File: src/rtl/mem_arbiter.sv
// Two-requester (fetch/data) memory arbiter with bounded fetch starvation.
// Optional feature: define ODD_ADDR_TRAP_EN to trap odd-address word accesses with err instead of aligning them.
module mem_arbiter #(
   parameter int ADDR_W     = 16,
   parameter int DATA_W     = 16,
   parameter int STARVE_MAX = 4
) (
   input  logic              clock,
   input  logic              reset,
   input  logic              i_req,
   input  logic [ADDR_W-1:0] i_addr,
   output logic              i_done,
   output logic [DATA_W-1:0] i_rdata,
   output logic              i_err,
   input  logic              d_req,
   input  logic              d_we,
   input  logic              d_byte,
   input  logic [ADDR_W-1:0] d_addr,
   input  logic [DATA_W-1:0] d_wdata,
   output logic              d_done,
   output logic              d_err,
   output logic [DATA_W-1:0] d_rdata,
   output logic              mem_req,
   output logic              mem_we,
   output logic              mem_byte,
   output logic [ADDR_W-1:0] mem_addr,
   output logic [DATA_W-1:0] mem_wdata,
   input  logic              mem_ready,
   input  logic [DATA_W-1:0] mem_rdata,
   output logic [1:0]        owner
);

   typedef enum logic [1:0] {IDLE, BUSY, RESP} state_t;

   localparam logic [1:0] OwnNone  = 2'b00;
   localparam logic [1:0] OwnFetch = 2'b01;
   localparam logic [1:0] OwnData  = 2'b10;
   localparam logic [3:0] StarveMax = 4'(STARVE_MAX);

   state_t            state_q, state_d;
   logic [1:0]        owner_q, owner_d;
   logic [3:0]        starveCnt_q, starveCnt_d;
   logic [ADDR_W-1:0] addr_q, addr_d;
   logic [DATA_W-1:0] wdata_q, wdata_d;
   logic [DATA_W-1:0] rdata_q, rdata_d;
   logic              we_q, we_d;
   logic              byte_q, byte_d;
`ifdef ODD_ADDR_TRAP_EN
   logic              err_q, err_d;
`endif

   logic              grantData, grantFetch, wordAccess;
   logic [ADDR_W-1:0] reqAddr;
   logic              busy, resp;

   always_ff @(posedge clock) begin
      if (reset) begin
         state_q     <= IDLE;
         owner_q     <= OwnNone;
         starveCnt_q <= '0;
         addr_q      <= '0;
         wdata_q     <= '0;
         rdata_q     <= '0;
         we_q        <= 1'b0;
         byte_q      <= 1'b0;
`ifdef ODD_ADDR_TRAP_EN
         err_q       <= 1'b0;
`endif
      end else begin
         state_q     <= state_d;
         owner_q     <= owner_d;
         starveCnt_q <= starveCnt_d;
         addr_q      <= addr_d;
         wdata_q     <= wdata_d;
         rdata_q     <= rdata_d;
         we_q        <= we_d;
         byte_q      <= byte_d;
`ifdef ODD_ADDR_TRAP_EN
         err_q       <= err_d;
`endif
      end
   end

   // Data wins ties until fetch has been passed over StarveMax times in a row.
   always_comb begin
      grantData  = d_req && (!i_req || (starveCnt_q < StarveMax));
      grantFetch = i_req && !grantData;
      wordAccess = grantFetch || !d_byte;
      reqAddr    = grantFetch ? i_addr : d_addr;

      state_d     = state_q;
      owner_d     = owner_q;
      starveCnt_d = starveCnt_q;
      addr_d      = addr_q;
      wdata_d     = wdata_q;
      rdata_d     = rdata_q;
      we_d        = we_q;
      byte_d      = byte_q;
`ifdef ODD_ADDR_TRAP_EN
      err_d       = err_q;
`endif

      case (state_q)
         IDLE: begin
            if (grantData || grantFetch) begin
               state_d = BUSY;
               owner_d = grantFetch ? OwnFetch : OwnData;
               we_d    = grantData && d_we;
               byte_d  = grantData && d_byte;
               wdata_d = grantData ? d_wdata : '0;
               if (grantFetch || !i_req) begin
                  starveCnt_d = '0;
               end else if (starveCnt_q < StarveMax) begin
                  starveCnt_d = starveCnt_q + 4'd1;
               end
`ifdef ODD_ADDR_TRAP_EN
               addr_d = reqAddr;
               err_d  = 1'b0;
               // Misaligned word access never reaches memory.
               if (wordAccess && reqAddr[0]) begin
                  state_d = RESP;
                  err_d   = 1'b1;
                  rdata_d = '0;
               end
`else
               addr_d = wordAccess ? {reqAddr[ADDR_W-1:1], 1'b0} : reqAddr;
`endif
            end
         end
         BUSY: begin
            if (mem_ready) begin
               rdata_d = mem_rdata;
               state_d = RESP;
            end
         end
         RESP: begin
            state_d = IDLE;
            owner_d = OwnNone;
         end
         default: begin
            state_d = IDLE;
            owner_d = OwnNone;
         end
      endcase
   end

   // Outputs decode straight from registered state so they are glitch-free.
   always_comb begin
      busy      = (state_q == BUSY);
      resp      = (state_q == RESP);
      mem_req   = busy;
      mem_we    = busy && we_q;
      mem_byte  = busy && byte_q;
      mem_addr  = busy ? addr_q : '0;
      mem_wdata = busy ? wdata_q : '0;
      owner     = owner_q;
      i_done    = resp && (owner_q == OwnFetch);
      d_done    = resp && (owner_q == OwnData);
      i_rdata   = i_done ? rdata_q : '0;
      d_rdata   = d_done ? rdata_q : '0;
`ifdef ODD_ADDR_TRAP_EN
      i_err     = i_done && err_q;
      d_err     = d_done && err_q;
`else
      i_err     = 1'b0;
      d_err     = 1'b0;
`endif
   end

endmodule

File: config.mk
export PLATFORM = sky130hd
export DESIGN_NAME = mem_arbiter
export DESIGN_NICKNAME = d
export VERILOG_FILES = /design/src/rtl/mem_arbiter.sv
export SDC_FILE = /design/constraint.sdc
export NUM_CORES = 1
export LEC_CHECK = 0
export CAP_MARGIN = 20
export CORE_UTILIZATION = 40
export DETAILED_ROUTE_END_ITERATION = 6
export PLACE_DENSITY = 0.86
export SETUP_SLACK_MARGIN = 0.4
export SLEW_MARGIN = 10
export SYNTH_ARGS = -nofsm -noshare
export SYNTH_HDL_FRONTEND = slang
export SYNTH_SLANG_ARGS = --single-unit
File: constraint.sdc
create_clock -name clock -period 1.9 [get_ports clock]
set_input_delay 0.38 -clock clock [delete_from_list [all_inputs] [get_ports clock]]
set_output_delay 0.38 -clock clock [all_outputs]
set_load 0.02 [all_outputs]
==> results of run 1 <==
-- stage by stage --
stage                     power, mW  worst slack, ns  cells  utilization [%]  hold slack (ns)
after floorplan                1.67            0.306    360                -            0.440
after global placement         1.95           -0.111    592             66.8            0.450
after detailed placement       1.97           -0.156    592             66.8            0.459
after CTS                      3.29          -0.0918    617             74.5            0.455
after global routing           3.51           -0.143    627             77.2            0.492
final                          3.39          -0.0776    627             77.2            0.474
-- metal layers --
metal | part of all wire, % | GRT usage, % | up-vias
met5 | 0 | 0 | -
met4 | 3.6 | 13.2 | 0
met3 | 5.2 | 4.57 | 37
met2 | 53 | 49.6 | 139
met1 | 39 | 31.6 | 1616
li1 | - | - | 1568
-- Yosys cell counts (all sizes together) --
cell,number
a2111oi,1
a21oi,41
a31oi,14
and2,66
and2b,1
and3b,2
buf,17
clkbuf,18
conb,1
dfxtp,58
ha,1
inv,1
nand2,34
nand2b,1
nand3,48
nand3b,2
nand4,1
nor2,2
nor3b,3
nor4b,4
o211ai,2
o21ai,37
o21bai,1
or2,2
or3b,1
-- cells by family after synthesis --
logic type,count (synthesis),share of synthesized area [%]
AOI/OAI and AO/OA,96,18.4
adders and majority gates,1,0.436
buffers and inverters,36,6.54
DFF,58,40.4
other,1,0.131
and+or+nand+nor,167,34.1
-- repair_timing --
action                                  in CTS  in global routing
hold buffers                                 0                  0
gates resized for setup                    476                 62
pin swaps                                   34                 23
buffers inserted                             5                  6
endpoints found under the setup margin     108                109
gates cloned                                 4                  4
-- final cells by class --
type / count / share of cell area [%]
Tap cell: 96 / 2.27
Clock inverter: 7 / 1.77
Clock buffer: 9 / 2.34
Multi-Input combinational cell: 266 / 33.2
Inverter: 1 / 0.165
Sequential cell: 58 / 22.0
Timing Repair Buffer: 190 / 38.2
-- power by group through the flow --
| stage | sequential [mW] | combinational, mW | clock, mW |
|---|---|---|---|
| 4_1_cts | 1.34 | 0.686 | 1.27 |
| 6_report | 1.34 | 0.771 | 1.27 |
| 2_1_floorplan | 1.35 | 0.322 | 0 |
| 5_1_grt | 1.35 | 0.812 | 1.34 |
| 3_3_place_gp | 1.36 | 0.598 | 0 |
| 3_5_place_dp | 1.36 | 0.612 | 0 |
-- registers in the layout, summed over array words and instances (netlist names) --
name         count
addr_q          16
rdata_q         16
wdata_q         16
starveCnt_q      4
owner            2
state_q          2
byte_q           1
we_q             1
-- path summary, 6_finish.rpt --
path	start	to	slack, ns	cells past startpoint
max	state_q[1]	d_rdata[15]	-0.08	6
min	wdata_q[0]	wdata_q[0]	0.47	2
max reg2reg	state_q[1]	starveCnt_q[3]	0.35	6
min reg2reg	wdata_q[0]	wdata_q[0]	0.47	2
-- worst reg2reg max path: cells and delay by family (launching register included) --
kind                   cells  cell delay (ns)
buffers and inverters      3             0.40
DFF                        1             0.37
and+or+nand+nor            3             0.70
==> summary by stage, run 1 <==
Floorplanning
The starting utilization of the core area is 41.8%. From bottom edge to top edge, the die measures just under 90 um. The floorplan step set the die width to 86.7 um. The floorplan has 30 rows. In this run the count of I/O pins placed on the die edge is 144. The placeable core region is 6870 um^2.

The die covers 7520 um^2.

Pwr
The switching component of the power is around 0.95 mW. The worst-case IR drop observed on VDD is 413 uV. The leakage power is 2.15 nW. In this run the power density over the cells is 639 nW/um^2. The clock network fraction of design power is 37.6%. Per report_power, the sequential group accounts for 39.7% of the total. The relative contribution of combinational cells to total power is 22.7%. The internal portion of the total power is 2.44 mW. Net switching is 28.1% of the power.

Clock network
The H-tree depth reported by CTS is 3. The number of clock buffers inserted by TritonCTS is 9. The clock tree root driver cell is sky130_fd_sc_hd__clkbuf_8.

The clock tree from TritonCTS is yes. The buffer depth of the longest clock path is 2. The clock network latency to the later pin of the worst-skew pair is around 0.34 ns.

The CTS clock-pin slew for the worst setup and hold paths is approximately 0.07 ns. Clock tree synthesis found a total of 58 sinks.

Timing
The maximum clock frequency is 506 MHz. The final count of negative-setup-slack endpoints is 67. The final setup TNS is -3.04 ns. The slack of the critical path is -0.0776 ns. Counting I/O delays and the setup requirement, the final critical path takes 1.98 ns. Of the available clock period, the critical path in the final layout requires 104%. Setup repair after global routing could not meet its margin everywhere. The number of pins with negative max-slew slack in the final report was 0.

The clock arrives with approximately 0.0062 ns of skew. The hold violation count in the final report came to 0.

Synth
For this run, the number of Yosys warnings is 0. The largest area contributor in the synthesized netlist is sky130_fd_sc_hd__dfxtp_1. Summed over its instances, the top area cell type makes up 40.4% of the synthesized netlist area. The number of different library cells used by synthesis comes to 32. The synthesized area divided by synthesized cell count is 8.00 um^2. Counting flops and latches in the post-synthesis netlist gives 58. Sequential elements use approximately two fifths of the synthesized area. Synthesis produced a netlist whose cell count is 359. Ranked by total cell area, the synthesized netlist is headed by sky130_fd_sc_hd__dfxtp_1 40%, sky130_fd_sc_hd__and2_1 14%, sky130_fd_sc_hd__nand3_1 8.4%. After synthesis the cells add up to between 2000 and 3000 um^2.

Detailed routing
The number of vias in the routed layout is 3360. The per-cell routed wire length is 17.7 um. Dividing the detail-routed via count by the number of cells gives 5.36.

The number of detailed-routing iterations run before antenna repair is 4. The DRC violation count after routing is 0. The detail route stage leaves a number of antenna-violating nets equal to 0.

The number of DRC markers in iteration 0 is 177. The final layout contains routed wiring with a total length of 11.1 mm.

Setup path
The largest incremental delay on the critical path is approximately 0.38 ns. The family with the most delay on the worst path is buffers and inverters. Traced cell by cell, the critical path runs through inv_6, nor4b_4, buf_4, clkbuf_16, and2_4, buf_6. STA classifies the critical path endpoint as an output pin. The path type of the worst setup path is flop to output pin.

The worst setup path is launched from a flop. The worst-path cell with the longest stage delay is sky130_fd_sc_hd__dfxtp_4. The maximum fanout along the worst path is 8. Data on the critical path arrives at its endpoint at roughly 1.6 ns. Data on the critical path is required at its endpoint by 1.52 ns. The number of buffer and inverter instances along the worst setup path is 4.

Worst hold path
The class of the most critical hold timing path is flop to flop.

Status
The flow ran to the end, but the final reports show violations. The checks that failed: negative setup slack.

Cells and area
The final layout contains between 500 and 600 nets. The top cell types in the final layout, fill and taps aside, are 87 x sky130_fd_sc_hd__buf_6, 67 x sky130_fd_sc_hd__clkdlybuf4s50_1, 66 x sky130_fd_sc_hd__and2_4, 54 x sky130_fd_sc_hd__dfxtp_1, 44 x sky130_fd_sc_hd__nand3_1. The multi-input combinational cells in the finished layout cover a total of about 1800 um^2. Leaving out fill and tap cells, the most frequent cell in the layout is sky130_fd_sc_hd__buf_6.

The number of fillers in the final layout is 452. The repair_antennas step left the layout with diodes totalling 0. The total area of sequential cells is 1170 um^2.

The area growth from synthesis to layout is 84.6%. The fraction of final layout cells with drive strength greater than 1 is 43.3%. The finished cells cover 5300 um^2.

Global routing
The pin count of the biggest net entering global routing is 32. The first-pass GRT wire length is 15.8 mm. The number of antenna violations at the first check in global routing is 0. The via count of the first global-routing pass is 3249. For this run the aggregate overflow at the end of global routing stands at 0.

Global routing used between 20% and 30% of the available tracks across all layers.

Placement
The placed instances occupy a cell area of 4590 um^2. At the end of routability-driven placement, the weighted congestion stood at just under 0.8. The total of buffers placed on input and output ports is 140. Summed over all nets, the half-perimeter wirelength after detailed placement is 6.34 mm.

Job
Max-cap violations in this run came to 0.
No activity file was read; power rests on OpenSTA's default activity.
==> run 2: changes to the inputs <==
Settings changed: CORE_ASPECT_RATIO from default to 0.6.
==> run 2 against run 1 <==
Compared with the run above: the flow finishes with violations (design-rule violations, negative setup slack); via count is 4.1% lower; final cell count shrank 3.5%; count of clock-buffer cells in the layout up 2; sequential power about the same; power rose by 7.8%; largest power group is now clock; highest routed layer unchanged.
==> summary by stage, run 2 (synthesis results as in run 1) <==
Global routing
The total routing usage reported by global routing came to 25.2% (-2.3 points). The first-pass GRT wire length was 14.8 mm (-6.4%). The via count of the first global-routing pass is 3042 (-6.4%). The number of antenna violations at the first check in global routing is 0 (unchanged).

The pin count of the biggest net entering global routing is 32 (unchanged). The overall overflow remaining after global route is 0 (unchanged).

Setup path
The kind of start point of the critical path is a flop. The required arrival time at the worst endpoint is 1.52 ns (about the same). The arrival time reported for the critical path endpoint is 1.53 ns (-0.07 ns). The worst setup path is captured at an output pin. The maximum fanout along the worst path is 5 (-3). The critical path is of the flop to output pin type.

Status
The run finished, with violations left. The checks that failed: design-rule violations, negative setup slack.

Detailed routing
The per-cell routed wire length is 16.4 um (-7.2%). The met2 wire length is 4.88 mm (-16%). The number of vias in the routed layout is 3222 (-4.1%).

The number of detailed-routing iterations run before antenna repair is 7 (+3). The count of antenna-violating nets left after detailed routing is 0 (unchanged). The highest metal layer used by the detailed router is met4. The routed wire length on met3 is 856 um (+49%). The DRC violation count after routing was 24 (+24).

The post-route met1 wirelength is 4.13 mm (-3.6%). The total length of routed wires is 9.94 mm (-11%). The detailed-route vias per instance is 5.33 (-0.62%).

The number of DRC markers in iteration 0 is 180 (+1.7%).

Pwr
The switching component of the power is 0.897 mW (-5.6%). The fraction of power spent switching nets was 24.6% (-3.5 points). The leakage power is 2.14 nW (-0.57%).

The worst IR drop on VDD was 470 uV (+14%). The power density over the cells is 702 nW/um^2 (+9.7%). The clock network fraction of design power is 43.2% (+5.6 points). The sequential cell fraction of total power came to 36.8% (-2.9 points).

The cell-internal power is 2.76 mW (+13%). The relative contribution of combinational cells to total power is 20.0% (-2.7 points).

Clock network
The CTS clock-pin slew for the worst setup and hold paths was 0.05 ns (-0.02 ns). TritonCTS built the clock tree. The buffer depth of the longest clock path is 2 (unchanged). The number of clock buffers inserted by TritonCTS is 9 (unchanged). The clock network latency to the later pin of the worst-skew pair is 0.32 ns (-0.02 ns).

The tree is rooted in a sky130_fd_sc_hd__clkbuf_16. The count of clock tree sinks came to 58 (unchanged). The H-tree depth reported by CTS is 3 (unchanged).

Floorplanning
The overall die height came to 67.6 um (-22%). The number of standard-cell rows in the floorplan came to 23 (-23%). The placeable core region is 6790 um^2 (-1.1%). The area of the die is 7530 um^2 (+0.15%). The starting utilization of the core area is 42.3% (+0.48 points).

The die width is 111 um (+28%). The count of pins on the block boundary is 144 (unchanged).

Cells and area
The number of fillers in the final layout was 483 (+6.9%). The net count reported at finish is 587 (-1.8%). In the layout the commonest cells are 77 x sky130_fd_sc_hd__buf_6, 66 x sky130_fd_sc_hd__clkdlybuf4s50_1, 65 x sky130_fd_sc_hd__and2_4, 54 x sky130_fd_sc_hd__dfxtp_1, 48 x sky130_fd_sc_hd__nand3_1.

Leaving out fill and tap cells, the most frequent cell in the layout is sky130_fd_sc_hd__buf_6. The finished layout cell area is 5210 um^2 (-1.8%). The number of antenna repair diodes is 0 (unchanged). The largest registers in the layout are addr_q (16), rdata_q (16), wdata_q (16). From synthesis to final layout, the design area changed by 81.3%.

The fraction of final layout cells with drive strength greater than 1 is 39.8% (-3.5 points). The final core area utilization is 76.7% (-0.50 points).

Timing
The worst clock skew is 0.00467 ns (-0.00152 ns). The maximum clock frequency is 523 MHz (+3.3%). The clock period minus worst slack is 1.91 ns (-0.0638 ns). The hold violation count in the final report is 0 (unchanged).

The number of pins with negative max-slew slack in the final report came to 0 (unchanged). The final count of negative-setup-slack endpoints is 9 (-87%). The portion of the clock cycle consumed by the worst path in the final layout was 101% (-3.4 points). The slack of the critical path is -0.0138 ns (+0.0638 ns). Setup repair after global routing could not meet its margin everywhere.

Worst hold path
The class of the most critical hold timing path is primary input to flop.

Placement
The routability congestion estimate is 0.821 (+4.2%). The HPWL after detailed placement is 6.54 mm (+3.2%). The setup slack at placement is -0.172 ns (-0.0157 ns). The total of buffers placed on input and output ports is 140 (unchanged). The cell area after placement came to 4570 um^2 (-0.41%).

Job
The number of max-capacitance violations reported came to 0 (unchanged).
run 2: power by group through the flow:
stage / registers, mW / clock network [mW] / logic (mW)
2_1_floorplan: 1.35 / 0 / 0.322
4_1_cts: 1.34 / 1.60 / 0.616
3_5_place_dp: 1.36 / 0 / 0.624
5_1_grt: 1.35 / 1.66 / 0.781
6_report: 1.34 / 1.58 / 0.732
3_3_place_gp: 1.36 / 0 / 0.609
run 2: cell type report:
class                           instances  area [um^2]  share of cell area (%)
Multi-Input combinational cell        266         1720                    33.1
Tap cell                               87          109                    2.09
Clock inverter                          3         40.0                   0.769
Inverter                                1         8.76                   0.168
Clock buffer                           11          253                    4.85
Sequential cell                        58         1170                    22.5
Timing Repair Buffer                  179         1900                    36.5
run 2: path summary, 6_finish.rpt:
kind                from           to  slack (ns)  depth (start not counted)
max           state_q[0]  d_rdata[13]       -0.01                          4
min                reset   state_q[1]        0.42                          2
max reg2reg   state_q[0]    addr_q[7]        0.43                          5
min reg2reg  wdata_q[11]  wdata_q[11]        0.47                          2
run 2: per-stage QoR:
step | power, mW | TNS [ns] | std cells | hold slack, ns
floorplan | 1.67 | 0 | 360 | 0.440
global placement | 1.97 | -6.37 | 582 | 0.452
detailed placement | 1.99 | -6.74 | 582 | 0.458
CTS | 3.56 | -0.346 | 600 | 0.408
global route | 3.79 | -1.49 | 605 | 0.430
finish | 3.65 | -0.0610 | 605 | 0.420
run 2: per-layer routing:
metal / track usage, % / vias to the layer above
li1: - / 1542
met1: 29.5 / 1530
met2: 46.3 / 143
met3: 7.27 / 7
met4: 6.59 / 0
met5: 0 / -
run 2: critical path, stage by stage (launching register included):
cell and delay, ns:
sky130_fd_sc_hd__dfxtp_4 0.37, sky130_fd_sc_hd__nor4b_4 0.38, sky130_fd_sc_hd__buf_4 0.21, sky130_fd_sc_hd__and2_1 0.14, sky130_fd_sc_hd__buf_6 0.12
run 2: repair_timing:
action / in CTS / in global routing
gates resized for setup: 371 / 122
buffers inserted: 2 / 1
setup endpoints to repair: 93 / 107
hold buffers: 0 / 0
gates cloned: 2 / 4
pin swaps: 8 / 30
==> run 3: changes to the inputs <==
Settings changed: GPL_TIMING_DRIVEN from default to 0.
==> run 3 against run 2 <==
Compared with the run above: the flow still finishes with violations (design-rule violations, negative setup slack); power grew 9.9%; global-route usage grew 6.0 points; count of clock-buffer cells in the layout grew 1; fmax shrank 8.3%; worst hold slack gained 0.054 ns; sequential share of layout area shrank 3.3 points; non-clock buffer count grew 37; core utilization grew 13 points; clock skew grew 0.0010 ns; critical endpoint is now d_rdata[12]; largest power group unchanged.
==> summary by stage, run 3 (synthesis results as in run 1) <==
Timing
The worst clock skew is 0.00571 ns (+0.00104 ns). The hold violation count in the final report is 0 (unchanged). The number of pins with negative max-slew slack in the final report is 0 (unchanged). Setup repair after global routing could not meet its margin everywhere. The maximum clock frequency was 479 MHz (-8.3%). At the pin with the least slew margin, the transition time is roughly 0.94 ns.

The clock period minus worst slack is 2.09 ns (+0.172 ns). The slack of the critical path came to -0.186 ns (-0.172 ns). The final count of negative-setup-slack endpoints is 82 (+73). In this run the tightest slew margin relative to its limit is approximately 37%. The portion of the clock cycle consumed by the worst path in the final layout is 110% (+9.1 points). The hold slack is 0.474 ns (+0.0541 ns).

Global routing
The first-pass GRT wire length is 18.0 mm (+21%). The layer flagged by global routing as most heavily used is met2. The met1 layer usage reported by global route is 36.7% (+7.1 points). The number of antenna violations at the first check in global routing is 0 (unchanged). The via count of the first global-routing pass is 3622 (+19%). The global routing usage on met3 is 8.98% (+1.7 points). The total routing usage reported by global routing was 31.2% (+6.0 points).

The fraction of met2 tracks used by global routing was 54.7% (+8.4 points). The overall overflow remaining after global route is 0 (unchanged). The pin count of the biggest net entering global routing is 11 (-66%).

Detailed routing
The DRC violation count after routing was 24 (unchanged). The count of antenna-violating nets left after detailed routing was 0 (unchanged). The per-cell routed wire length was 22.6 um (+37%). The number of vias in the routed layout is 3823 (+19%). The detailed-route vias per instance is 5.94 (+11%).

The number of DRC markers in iteration 0 is 252 (+40%). The total length of routed wires is 14.5 mm (+46%). The number of detailed-routing iterations run before antenna repair came to 7 (unchanged).

Clock network
The CTS clock-pin slew for the worst setup and hold paths is 0.05 ns (about the same). The H-tree depth reported by CTS is 3 (unchanged). The number of clock buffers inserted by TritonCTS is 9 (unchanged). The clock network latency to the later pin of the worst-skew pair is 0.33 ns (about the same). The count of clock tree sinks is 58 (unchanged). The buffer depth of the longest clock path is 2 (unchanged). TritonCTS built the clock tree.

The count of hold buffers inserted by post-cts repair is 0 (unchanged). The clock tree root driver cell is sky130_fd_sc_hd__clkbuf_16.

Floorplanning
The number of standard-cell rows in the floorplan was 23 (unchanged). The overall die height is 67.6 um (unchanged). The count of pins on the block boundary is 144 (unchanged). The starting utilization of the core area came to 42.3% (unchanged). The die width is 111 um (unchanged). The placeable core region is 6790 um^2 (unchanged). The area of the die was 7530 um^2 (unchanged).

Placement
The setup slack at placement is -0.448 ns (-0.276 ns). The total of buffers placed on input and output ports is 139 (-0.71%). The count of placed standard cells including taps is 586 (+0.69%). The routability congestion estimate is 0.833 (+1.5%). The HPWL after detailed placement is 7.01 mm (+7.2%).

Pwr
The cell-internal power is 2.90 mW (+5.1%). The clock network fraction of design power came to 39.2% (-4.0 points). The relative contribution of combinational cells to total power is 26.9% (+6.9 points). The switching component of the power is 1.12 mW (+24%). The fraction of power spent switching nets came to 27.8% (+3.2 points). The worst IR drop on VDD is 545 uV (+16%). The power density over the cells is 660 nW/um^2 (-6.0%). The sequential cell fraction of total power was 33.9% (-2.9 points). The total power of the final layout is 4.01 mW (+9.9%). The leakage power is 2.43 nW (+13%).

Setup path
The arrival time reported for the critical path endpoint is 1.71 ns (+0.18 ns). STA classifies the critical path endpoint as an output pin. The required arrival time at the worst endpoint is 1.52 ns (about the same). The maximum fanout along the worst path was 4 (-1).

The library cell appearing most often on the critical path is sky130_fd_sc_hd__buf_6. STA classifies the critical path startpoint as a flop. The slowest stage of the critical path belongs to the cell sky130_fd_sc_hd__nor4b_4. The path type of the worst setup path is flop to output pin.

Walking the worst path, the cells encountered are buf_6, inv_6, nor4b_4, buf_4, and2_4, buf_6. The largest incremental delay on the critical path came to 0.40 ns (+0.02 ns).

Job
The number of max-capacitance violations reported came to 0 (unchanged).

Cells and area
The final core area utilization came to 89.6% (+13 points). The fraction of final layout cells with drive strength greater than 1 was 58.7% (+19 points). The largest registers in the layout are addr_q (16), rdata_q (16), wdata_q (16). The area growth from synthesis to layout is 112%. In the layout the commonest cells are 93 x sky130_fd_sc_hd__buf_6, 66 x sky130_fd_sc_hd__and2_4, 66 x sky130_fd_sc_hd__clkdlybuf4s50_1, 54 x sky130_fd_sc_hd__dfxtp_1.

The most common library cell in the layout ignoring fill and taps is sky130_fd_sc_hd__buf_6. The number of antenna repair diodes is 0 (unchanged). The number of fillers in the final layout is 264 (-45%). The net count reported at finish is 625 (+6.5%). The total area of sequential cells is 1170 um^2 (-0.43%). The multi-input combinational cell area is 2200 um^2 (+28%). The filler-free cell count of the finished design came to 644 (+6.4%).

Worst hold path
The class of the most critical hold timing path is flop to flop.

Status
The checks that failed: design-rule violations, negative setup slack. The flow ran to the end, but the final reports show violations.
run 3: cell count changes in the layout (fill, tap and decap cells not counted), sizes merged:
cell	before	now
buf	107	126
dlygate4sd2	1	3
clkbuf	14	32
and2b	1	2
dlymetal6s2s	2	1
run 3: repair_timing:
action,in CTS,in global routing
buffers inserted,20,9
hold endpoints to repair,0,0
cloned,8,6
pin swaps,84,47
endpoints found under the setup margin,112,121
resized for setup,591,91
run 3: per-stage QoR:
stage / instance area (um^2) / setup TNS [ns]
floorplan: 2990 / 0
finish: 6080 / -7.38
detailed placement: 4490 / -26.45
CTS: 5590 / -3.09
global route: 6080 / -9.74
global placement: 4490 / -22.40
run 3: routing by layer:
metal | vias up | share of wire [%]
met5 | - | 0
met4 | 0 | 2.5
met3 | 49 | 10
met2 | 273 | 49
met1 | 1865 | 38
li1 | 1636 | -
run 3: worst paths after layout:
path / from / end / slack [ns] / cells after the start
setup / recovery: state_q[1] / d_rdata[12] / -0.19 / 6
hold / removal: wdata_q[4] / wdata_q[4] / 0.47 / 2
setup reg to reg: state_q[1] / addr_q[4] / -0.05 / 10
hold reg to reg: wdata_q[4] / wdata_q[4] / 0.47 / 2
run 3: cell type report:
cell class | count | area share, %
multi-input cells | 267 | 36.2
repair buffers | 181 | 32.5
flip-flops and latches | 58 | 19.2
plain buffers | 35 | 5.45
clock buffers | 12 | 4.05
well taps | 87 | 1.79
clock inverters | 3 | 0.658
inverters | 1 | 0.144
run 3: critical path, delay by kind of cell, from the launching register on:
kind                   cells  cell delay [ns]
and+or+nand+nor            2             0.55
buffers and inverters      4             0.50
DFF                        1             0.34
run 3: power by group through the flow:
stage	Clock, mW	Combinational, mW	Sequential, mW
after global placement	0	0.593	1.35
after floorplan	0	0.322	1.35
after CTS	1.57	0.855	1.34
final	1.57	1.08	1.36
after global routing	1.65	1.11	1.36
after detailed placement	0	0.606	1.36
